==> src/rtl/wb_bus_master_if.sv <==
// Wishbone classic bus between the bus master stage and the interconnect.
// The device select travels with the cycle so the interconnect can decode the slave.
interface wb_bus_master_if;
   logic [31:0] wb_adr_o;
   logic [31:0] wb_dat_o;
   logic [31:0] wb_dat_i;
   logic        wb_we_o;
   logic [3:0]  wb_sel_o;
   logic        wb_stb_o;
   logic        wb_cyc_o;
   logic [15:0] wb_dev_sel_o;
   logic        wb_ack_i;

   modport master (
      output wb_adr_o,
      output wb_dat_o,
      output wb_we_o,
      output wb_sel_o,
      output wb_stb_o,
      output wb_cyc_o,
      output wb_dev_sel_o,
      input  wb_dat_i,
      input  wb_ack_i
   );

   modport slave (
      input  wb_adr_o,
      input  wb_dat_o,
      input  wb_we_o,
      input  wb_sel_o,
      input  wb_stb_o,
      input  wb_cyc_o,
      input  wb_dev_sel_o,
      output wb_dat_i,
      output wb_ack_i
   );
endinterface

==> src/rtl/wb_bus_master.sv <==
// Wishbone master stage behind the MMU: one classic cycle per CPU access, holding
// the pipeline until ack, timeout or unmapped termination, and buffering read data.
//
// state          | meaning
// S_IDLE         | no cycle in flight; accepts a request when ce=1 and no flush
// S_BUSY         | stb/cyc asserted, waiting for ack or timeout
// S_WAIT_FOR_STALL | access finished, read data held in rd_buf until fetch stage released
module wb_bus_master #(
   parameter int unsigned TIMEOUT_CYCLES = 255,   // 1..255
   parameter logic [31:0] ERR_DATA       = 32'h0000_0000
) (
   input  logic        clk,
   input  logic        rst,
   input  logic        cpu_ce_i,
   input  logic        cpu_we_i,
   input  logic [3:0]  cpu_sel_i,
   input  logic [31:0] cpu_addr_i,
   input  logic [15:0] cpu_dev_sel_i,
   input  logic [31:0] cpu_data_i,
   output logic [31:0] cpu_data_o,
   output logic        stallreq_o,
   input  logic [5:0]  stall_i,
   input  logic        flush_i,
   output logic        bus_err_o,
   wb_bus_master_if.master wb
);

   typedef enum logic [1:0] {
      S_IDLE,
      S_BUSY,
      S_WAIT_FOR_STALL
   } state_e;

   localparam logic [7:0] CNT_LAST = 8'(TIMEOUT_CYCLES - 1);

   state_e      state_q, state_d;
   logic [31:0] adr_q, adr_d;
   logic [31:0] dat_q, dat_d;
   logic        we_q, we_d;
   logic [3:0]  sel_q, sel_d;
   logic        stb_q, stb_d;
   logic        cyc_q, cyc_d;
   logic [15:0] dev_sel_q, dev_sel_d;
   logic [31:0] rd_buf_q, rd_buf_d;
   logic [7:0]  cnt_q, cnt_d;
   logic        err_q, err_d;

   // Only the fetch-stage hold bit matters to this stage.
   logic unused_stall;
   assign unused_stall = ^stall_i[5:1];

   always_ff @(posedge clk) begin
      if (rst) begin
         state_q   <= S_IDLE;
         adr_q     <= '0;
         dat_q     <= '0;
         we_q      <= 1'b0;
         sel_q     <= '0;
         stb_q     <= 1'b0;
         cyc_q     <= 1'b0;
         dev_sel_q <= '0;
         rd_buf_q  <= '0;
         cnt_q     <= '0;
         err_q     <= 1'b0;
      end else begin
         state_q   <= state_d;
         adr_q     <= adr_d;
         dat_q     <= dat_d;
         we_q      <= we_d;
         sel_q     <= sel_d;
         stb_q     <= stb_d;
         cyc_q     <= cyc_d;
         dev_sel_q <= dev_sel_d;
         rd_buf_q  <= rd_buf_d;
         cnt_q     <= cnt_d;
         err_q     <= err_d;
      end
   end

   always_comb begin
      state_d    = state_q;
      adr_d      = adr_q;
      dat_d      = dat_q;
      we_d       = we_q;
      sel_d      = sel_q;
      stb_d      = stb_q;
      cyc_d      = cyc_q;
      dev_sel_d  = dev_sel_q;
      rd_buf_d   = rd_buf_q;
      cnt_d      = cnt_q;
      err_d      = 1'b0;
      stallreq_o = 1'b0;
      cpu_data_o = '0;

      unique case (state_q)
         S_IDLE: begin
            stallreq_o = cpu_ce_i & ~flush_i;
            if (cpu_ce_i && !flush_i) begin
               if (cpu_dev_sel_i != 16'h0000) begin
                  adr_d     = cpu_addr_i;
                  dat_d     = cpu_data_i;
                  we_d      = cpu_we_i;
                  sel_d     = cpu_sel_i;
                  dev_sel_d = cpu_dev_sel_i;
                  stb_d     = 1'b1;
                  cyc_d     = 1'b1;
                  cnt_d     = '0;
                  state_d   = S_BUSY;
               end else begin
                  rd_buf_d = ERR_DATA;
                  err_d    = 1'b1;
                  state_d  = S_WAIT_FOR_STALL;
               end
            end
         end

         S_BUSY: begin
            if (flush_i) begin
               stb_d   = 1'b0;
               cyc_d   = 1'b0;
               state_d = S_IDLE;
            end else if (wb.wb_ack_i) begin
               stb_d = 1'b0;
               cyc_d = 1'b0;
               we_d  = 1'b0;
               if (!we_q) begin
                  rd_buf_d   = wb.wb_dat_i;
                  cpu_data_o = wb.wb_dat_i;
               end
               state_d = stall_i[0] ? S_WAIT_FOR_STALL : S_IDLE;
            end else if (cnt_q == CNT_LAST) begin
               // Timeout terminates like an ack carrying the error pattern.
               stb_d = 1'b0;
               cyc_d = 1'b0;
               we_d  = 1'b0;
               err_d = 1'b1;
               if (!we_q) begin
                  rd_buf_d   = ERR_DATA;
                  cpu_data_o = ERR_DATA;
               end
               state_d = stall_i[0] ? S_WAIT_FOR_STALL : S_IDLE;
            end else begin
               cnt_d      = cnt_q + 8'd1;
               stallreq_o = 1'b1;
            end
         end

         S_WAIT_FOR_STALL: begin
            cpu_data_o = rd_buf_q;
            if (flush_i || !stall_i[0]) begin
               state_d = S_IDLE;
            end
         end

         default: begin
            state_d = S_IDLE;
         end
      endcase
   end

   assign wb.wb_adr_o     = adr_q;
   assign wb.wb_dat_o     = dat_q;
   assign wb.wb_we_o      = we_q;
   assign wb.wb_sel_o     = sel_q;
   assign wb.wb_stb_o     = stb_q;
   assign wb.wb_cyc_o     = cyc_q;
   assign wb.wb_dev_sel_o = dev_sel_q;
   assign bus_err_o       = err_q;

endmodule

==> src/flat_wrapper.sv <==
// flat-port wrapper written by rule: the top's interface ports become plain ports
module wb_bus_master_flat 
#(
   parameter int unsigned TIMEOUT_CYCLES = 255,            
   parameter logic [31:0] ERR_DATA       = 32'h0000_0000
)
  (clk, rst, cpu_ce_i, cpu_we_i, cpu_sel_i, cpu_addr_i, cpu_dev_sel_i, cpu_data_i, cpu_data_o, stallreq_o, stall_i, flush_i, bus_err_o, wb_wb_adr_o, wb_wb_dat_o, wb_wb_we_o, wb_wb_sel_o, wb_wb_stb_o, wb_wb_cyc_o, wb_wb_dev_sel_o, wb_wb_dat_i, wb_wb_ack_i);
  wb_bus_master_if wb_i ();
  input  logic clk;
  input  logic rst;
  input  logic cpu_ce_i;
  input  logic cpu_we_i;
  input  logic [3:0] cpu_sel_i;
  input  logic [31:0] cpu_addr_i;
  input  logic [15:0] cpu_dev_sel_i;
  input  logic [31:0] cpu_data_i;
  output logic [31:0] cpu_data_o;
  output logic stallreq_o;
  input  logic [5:0] stall_i;
  input  logic flush_i;
  output logic bus_err_o;
  output wire logic [$bits(wb_i.wb_adr_o)-1:0] wb_wb_adr_o;
  output wire logic [$bits(wb_i.wb_dat_o)-1:0] wb_wb_dat_o;
  output wire logic [$bits(wb_i.wb_we_o)-1:0] wb_wb_we_o;
  output wire logic [$bits(wb_i.wb_sel_o)-1:0] wb_wb_sel_o;
  output wire logic [$bits(wb_i.wb_stb_o)-1:0] wb_wb_stb_o;
  output wire logic [$bits(wb_i.wb_cyc_o)-1:0] wb_wb_cyc_o;
  output wire logic [$bits(wb_i.wb_dev_sel_o)-1:0] wb_wb_dev_sel_o;
  input wire logic [$bits(wb_i.wb_dat_i)-1:0] wb_wb_dat_i;
  input wire logic [$bits(wb_i.wb_ack_i)-1:0] wb_wb_ack_i;
  assign wb_wb_adr_o = wb_i.wb_adr_o;
  assign wb_wb_dat_o = wb_i.wb_dat_o;
  assign wb_wb_we_o = wb_i.wb_we_o;
  assign wb_wb_sel_o = wb_i.wb_sel_o;
  assign wb_wb_stb_o = wb_i.wb_stb_o;
  assign wb_wb_cyc_o = wb_i.wb_cyc_o;
  assign wb_wb_dev_sel_o = wb_i.wb_dev_sel_o;
  assign wb_i.wb_dat_i = wb_wb_dat_i;
  assign wb_i.wb_ack_i = wb_wb_ack_i;
  wb_bus_master #(.TIMEOUT_CYCLES(TIMEOUT_CYCLES), .ERR_DATA(ERR_DATA)) u_core (.clk(clk), .rst(rst), .cpu_ce_i(cpu_ce_i), .cpu_we_i(cpu_we_i), .cpu_sel_i(cpu_sel_i), .cpu_addr_i(cpu_addr_i), .cpu_dev_sel_i(cpu_dev_sel_i), .cpu_data_i(cpu_data_i), .cpu_data_o(cpu_data_o), .stallreq_o(stallreq_o), .stall_i(stall_i), .flush_i(flush_i), .bus_err_o(bus_err_o), .wb(wb_i));
endmodule
==> config.mk <==
export PLATFORM = sky130hd
export DESIGN_NAME = wb_bus_master_flat
export DESIGN_NICKNAME = d
export VERILOG_FILES = /design/src/rtl/wb_bus_master_if.sv /design/src/rtl/wb_bus_master.sv /design/src/flat_wrapper.sv
export SDC_FILE = /design/constraint.sdc
export NUM_CORES = 1
export LEC_CHECK = 0
export ABC_AREA = 0
export CAP_MARGIN = 20
export CORE_ASPECT_RATIO = 1.5
export CORE_MARGIN = 1.5
export CORE_UTILIZATION = 34
export CTS_BUF_LIST = sky130_fd_sc_hd__clkbuf_8 sky130_fd_sc_hd__clkbuf_16
export DETAILED_ROUTE_END_ITERATION = 7
export PLACE_DENSITY = 0.66
export SLEW_MARGIN = 20
export SYNTH_ARGS = -nofsm -noshare
export SYNTH_HDL_FRONTEND = slang
export SYNTH_SLANG_ARGS = --single-unit
==> constraint.sdc <==
create_clock -name clk -period 6.5 [get_ports clk]
set_clock_uncertainty 0.2 [all_clocks]
set_input_delay 1.3 -clock clk [delete_from_list [all_inputs] [get_ports clk]]
set_output_delay 1.3 -clock clk [all_outputs]
set_load 0.01 [all_outputs]
Word-level counts from Yosys, hierarchy flattened
Cells that the tools add are included.
{"block": "totals", "romBits": 0, "ram_bits": 0, "ff_bits": 129, "inputBits": 128, "memories": 0, "latch_bits": 0, "out_inout_bits": 121}
{"block": "op_classes", "eq_ne": 13, "n_addsub": 1, "mux": 46, "div": 0, "n_lt_le_gt_ge": 0, "bitwise": 2, "mul": 0, "shift": 0, "reduce_logical": 13}
{"op": "2-to-1 mux 32 bit", "n": 10}
{"op": "case mux 32 bit (2 select lines)", "n": 2}
{"op": "2-to-1 mux 8 bit", "n": 5}
{"op": "2-to-1 mux 1 bit", "n": 16}
{"op": "case mux 8 bit (2 select lines)", "n": 1}
{"op": "nonzero test 16 bit", "n": 1}
{"op": "2-to-1 mux 2 bit", "n": 7}
{"op": "AND reduction 6 bit", "n": 2}
{"op": "!= test 2 bit, second input constant", "n": 5}
{"op": "adder 8 x 1 -> 8 bit, second input constant", "n": 1}
{"op": "equality test 8 bit, second input constant", "n": 1}
{"op": "case mux 1 bit (2 select lines)", "n": 4}
{"op": "!= test 2 x 1 -> 1 bit, second input constant", "n": 3}
{"op": "case mux 2 bit (3 select lines)", "n": 1}
{"op": "AND reduction 3 bit", "n": 2}
{"op": "AND reduction 5 bit", "n": 1}
{"op": "!= test 4 x 3 -> 1 bit, second input constant", "n": 1}
{"op": "AND reduction 4 bit", "n": 1}
{"op": "!= test 3 x 2 -> 1 bit, second input constant", "n": 1}
{"op": "equality test 2 x 1 -> 1 bit, second input constant", "n": 1}
{"op": "equality test 2 bit, second input constant", "n": 1}
{"op": "logical NOT 1 bit", "n": 2}
{"op": "logical NOT 2 bit", "n": 1}
{"op": "nonzero test 2 bit", "n": 1}
{"op": "4 further kinds", "n": 4}

Depth between registers and ports, before layout
{"block": "logic_depth", "depth_word": 5, "mapped_depth": 9, "ltp_nobuf": 7}

Worst setup path before layout
No wires, ideal clock.
{"block": "synth_timing", "path_kind": "input to output", "startpoint": "in flush_i", "endpoint": "out cpu_data_o[10]", "arrival_ns": 2.372, "slack_ns": 2.628, "stages": 6, "required_time_ns": 5.000, "path_cell_list": "nand2b_1 clkbuf_1 nor3b_2 buf_2 a22oi_1 nor2b_1"}
{"block": "synth_via", "elab_chain_cells": 2}
{"item": "start: declaration", "line_no": "flat_wrapper.sv:20", "source": "input logic flush_i;"}
{"item": "2-to-1 mux 32 bit", "line_no": "wb_bus_master.sv:118", "source": "if (flush_i) begin"}
{"item": "case mux 32 bit (2 select lines)", "line_no": "wb_bus_master.sv:95", "source": "unique case (state_q)"}
{"item": "end: declaration", "line_no": "flat_wrapper.sv:17", "source": "output logic [31:0] cpu_data_o;"}
Every way passes these cells.

Worst setup path after layout
{"block": "layout_timing", "startpoint": "in flush_i", "endpoint": "out cpu_data_o[4]"}
Same word-level chain as after synthesis.

==> impl_metrics.ini <==
[yosys]
synth_enable_flop_cells = 0
cell_type_with_the_largest_total_area_after_synthesis = sky130_fd_sc_hd__dfxtp_1
synthDominantCellAreaShare_pct = 46.1
synth_seq_area_share_pct = 46.1
ys_warn_count = 0
biggest_area_contributors_in_the_synthesized_netlist = sky130_fd_sc_hd__dfxtp_1 (46%), sky130_fd_sc_hd__nand2_1 (14%), sky130_fd_sc_hd__a21oi_1 (8.7%), sky130_fd_sc_hd__mux2i_1 (5.7%), sky130_fd_sc_hd__a22oi_1 (4.4%)
syn_nets = 822
postSynthAreaPerCell_um2 = 8.14
async_reset_ff_share_pct = 0
syn-cell-area_um2 = 5610
netlist-cell-type-count = 41
main_synth_ff_type = sky130_fd_sc_hd__dfxtp_1
synth-seq-cells = 129
postSynthCellCount = 689

[placement]
dp_cells = 1092
port-buffer-count = 243
post_place_cell_area_um2 = 8120
final_weighted_congestion_in_routability_driven_placement = 0.800
setup_ws_pre_cts_ns = 1.42
dp_hpwl_mm = 11.2

[cts]
clk_path_buf_depth = 2
ctsResizeCount = 0
cts_tree = done
cts_num_sinks = 129
cts.root.buffer_cell = sky130_fd_sc_hd__clkbuf_16
htree_num_levels = 4
number_of_clock_buffers_inserted_by_tritoncts = 17
clk-insertion-delay-late_ns = 0.40
cts_post_setup_buffers_inserted = 0
cts_hold_repair.buffers = 0
worst_setup_hold_path_clk_slew_ns = 0.05

[global_routing]
grt_pass1_wl_mm = 26.3
grt_usage_pct = 19.1
pin_count_of_the_biggest_net_entering_global_routing = 81
grt-ovfl-total = 0
first_global_vias = 5128
number_of_antenna_violations_at_the_first_check_in_global_routing = 0

[die]
placement_rows = 57
starting_density_of_the_core_pct = 34.6
die_w_um = 108
core_region_area_um2 = 16200
io_pins = 249
die_area_um2 = 17300
floorplan.die.height_um = 160

[timing]
worstMarginPinSlew_ns = 1.01
worst_hold_slack_ns = 0.250
setup_viol_count_final = 0
finalSetupTns_ns = 0
timing.fmax_mhz = 196
slew-limit-headroom_pct = 32.3
post-route-period-util_pct = 78.6
finalMaxSlewViolations = 0
setup_slack_ns = 1.39
timing.final.crit_period_ns = 5.11
finalHoldViolCount = 0
unrepaired_setup_endpoints_after_global_routing = false

[worst_setup_path]
rrSetupSlack_ns = 3.60
critical_path_fanouts_max = 32
worst_ep_arrival_time_ns = 3.61
timing.reg2reg.worst_path_depth = 7
crit_path_end_kind = primary output
required_time_of_the_worst_setup_path_ns = 5.00
timing.critical_path.from_type = primary input
criticalPathCategory = in -> out

[cells_and_area]
post_route_cells_drive_above_1_share_pct = 5.57
layout.core_utilization_pct = 54.3
diodes = 0
layout.cell_area.non_filler_um2 = 8790
num-nets-final = 1038
area.growth.synth_to_final_pct = 56.7
stdcell_count = 1122

[outcome]
run_status = complete, no violations

[route]
postRouteWirelength_mm = 16.8
firstDrtPassIters = 5
routedWlPerCell_um = 14.9
drt-vias-per-instance = 4.84
drt.antenna.violating_nets = 0
vias = 5426
route.detailed.drc = 0
drtIter0Drc = 295

[power]
seq_pwr_share_pct = 32.6
vdd_drop_max_mv = 0.218
static-leakage-power_nw = 3.09
clockPowerShare_pct = 39.1
comb_power_share_pct = 28.3
pwr_density_cell_nw_per_um2 = 318
netSwitchingPower_mw = 0.810
report.power.total_mw = 2.79
p_int_mw = 1.98
power.switching_fraction_pct = 29.0

[worst_hold_path]
hold_path_class = reg -> reg
hold-path-cell-count = 2

[job]
max_cap_violations = 0
==> kinds of logic after synthesis <==
family                     synth area share, %
AOI/OAI and AO/OA                         16.7
muxes                                     5.91
buffers and inverters                     5.00
adders and majority gates                 1.12
and+or+nand+nor                           25.2
DFF                                       46.1
==> critical path, cell delays in order <==
cell	delay, ns
sky130_fd_sc_hd__clkdlybuf4s50_1	0.49
sky130_fd_sc_hd__nand2b_1	0.35
sky130_fd_sc_hd__nor3b_4	0.25
sky130_fd_sc_hd__buf_4	0.37
sky130_fd_sc_hd__a22oi_1	0.12
sky130_fd_sc_hd__nor2b_1	0.13
sky130_fd_sc_hd__clkdlybuf4s50_1	0.59
==> sequential cells by signal, summed over array words and instances, names as in the netlist <==
register,flops
u_core.rd_buf_q,32
u_core.state_q,2
u_core.wb.wb_we_o,1
u_core.cnt_q,8
u_core.wb.wb_adr_o,32
u_core.bus_err_o,1
u_core.wb.wb_sel_o,4
u_core.wb.wb_dev_sel_o,16
u_core.wb.wb_stb_o,1
u_core.wb.wb_dat_o,32
==> per-layer routing <==
metal	track usage [%]	wire (um)	part of all wire, %
met1	22.3	6830	41
met2	32.7	8410	50
met3	4.49	957	5.7
met4	8.73	568	3.4
met5	0	0	0
==> synth_stat cells, types with 2 or more instances <==
cell type                  number
sky130_fd_sc_hd__a22oi_1       33
sky130_fd_sc_hd__dfxtp_1      129
sky130_fd_sc_hd__nor4_2         4
sky130_fd_sc_hd__buf_2         11
sky130_fd_sc_hd__a311oi_1       2
sky130_fd_sc_hd__clkbuf_1      30
sky130_fd_sc_hd__nand3b_1       4
sky130_fd_sc_hd__o21ai_1        3
sky130_fd_sc_hd__mux2i_1       32
sky130_fd_sc_hd__buf_6          3
sky130_fd_sc_hd__nand4_1        2
sky130_fd_sc_hd__a41oi_1        2
sky130_fd_sc_hd__a21oi_1       98
sky130_fd_sc_hd__nor2b_1       33
sky130_fd_sc_hd__o21ai_0        7
sky130_fd_sc_hd__nand3_1        5
sky130_fd_sc_hd__inv_1          5
sky130_fd_sc_hd__buf_4          7
sky130_fd_sc_hd__ha_1           5
sky130_fd_sc_hd__nand2_1      210
sky130_fd_sc_hd__or4_1          2
sky130_fd_sc_hd__nand2b_1      35
sky130_fd_sc_hd__nor3_1         2
sky130_fd_sc_hd__nor2_1         8
==> power by group through the flow <==
stage          Sequential (mW)  Combinational [mW]  Clock, mW
6_report                 0.909               0.791       1.09
5_1_grt                  0.918               0.861       1.15
2_1_floorplan            0.952               0.459          0
3_3_place_gp             0.923               0.798          0
4_1_cts                  0.909               0.804       1.12
3_5_place_dp             0.926               0.802          0
==> area by class of cell <==
cell class | instances | area, um2
inverter | 6 | 22.5
clock inverter | 12 | 230
sequential | 129 | 2580
multi-input combinational | 502 | 2770
clock buffer | 18 | 439
fill | 1527 | 7400
timing repair buffer | 249 | 2490
tap | 206 | 258
==> final timing paths <==
| check | end | from |
|---|---|---|
| worst max-delay path | cpu_data_o[4] | flush_i |
| worst min-delay path | u_core.wb.wb_adr_o[9] | u_core.wb.wb_adr_o[9] |
| worst max register to register | u_core.cnt_q[1] | u_core.state_q[0] |
| worst min register to register | u_core.wb.wb_adr_o[9] | u_core.wb.wb_adr_o[9] |
==> cells in the final DEF, fill, tap and decap left out, types with 3 or more instances in the layout <==
cell                                n
sky130_fd_sc_hd__a21oi_1           98
sky130_fd_sc_hd__a22oi_1           33
sky130_fd_sc_hd__buf_4              6
sky130_fd_sc_hd__bufinv_16          6
sky130_fd_sc_hd__clkbuf_16         17
sky130_fd_sc_hd__clkdlybuf4s50_1  242
sky130_fd_sc_hd__dfxtp_1          129
sky130_fd_sc_hd__ha_1               5
sky130_fd_sc_hd__inv_1              5
sky130_fd_sc_hd__mux2i_1           32
sky130_fd_sc_hd__nand2_1          210
sky130_fd_sc_hd__nand2b_1          34
sky130_fd_sc_hd__nand3_1            5
sky130_fd_sc_hd__nand3b_1           4
sky130_fd_sc_hd__nor2_1             7
sky130_fd_sc_hd__nor2b_1           33
sky130_fd_sc_hd__nor4_2             4
sky130_fd_sc_hd__o21ai_0            7
sky130_fd_sc_hd__o21ai_1            3
Power figures use the tool's default switching activity.
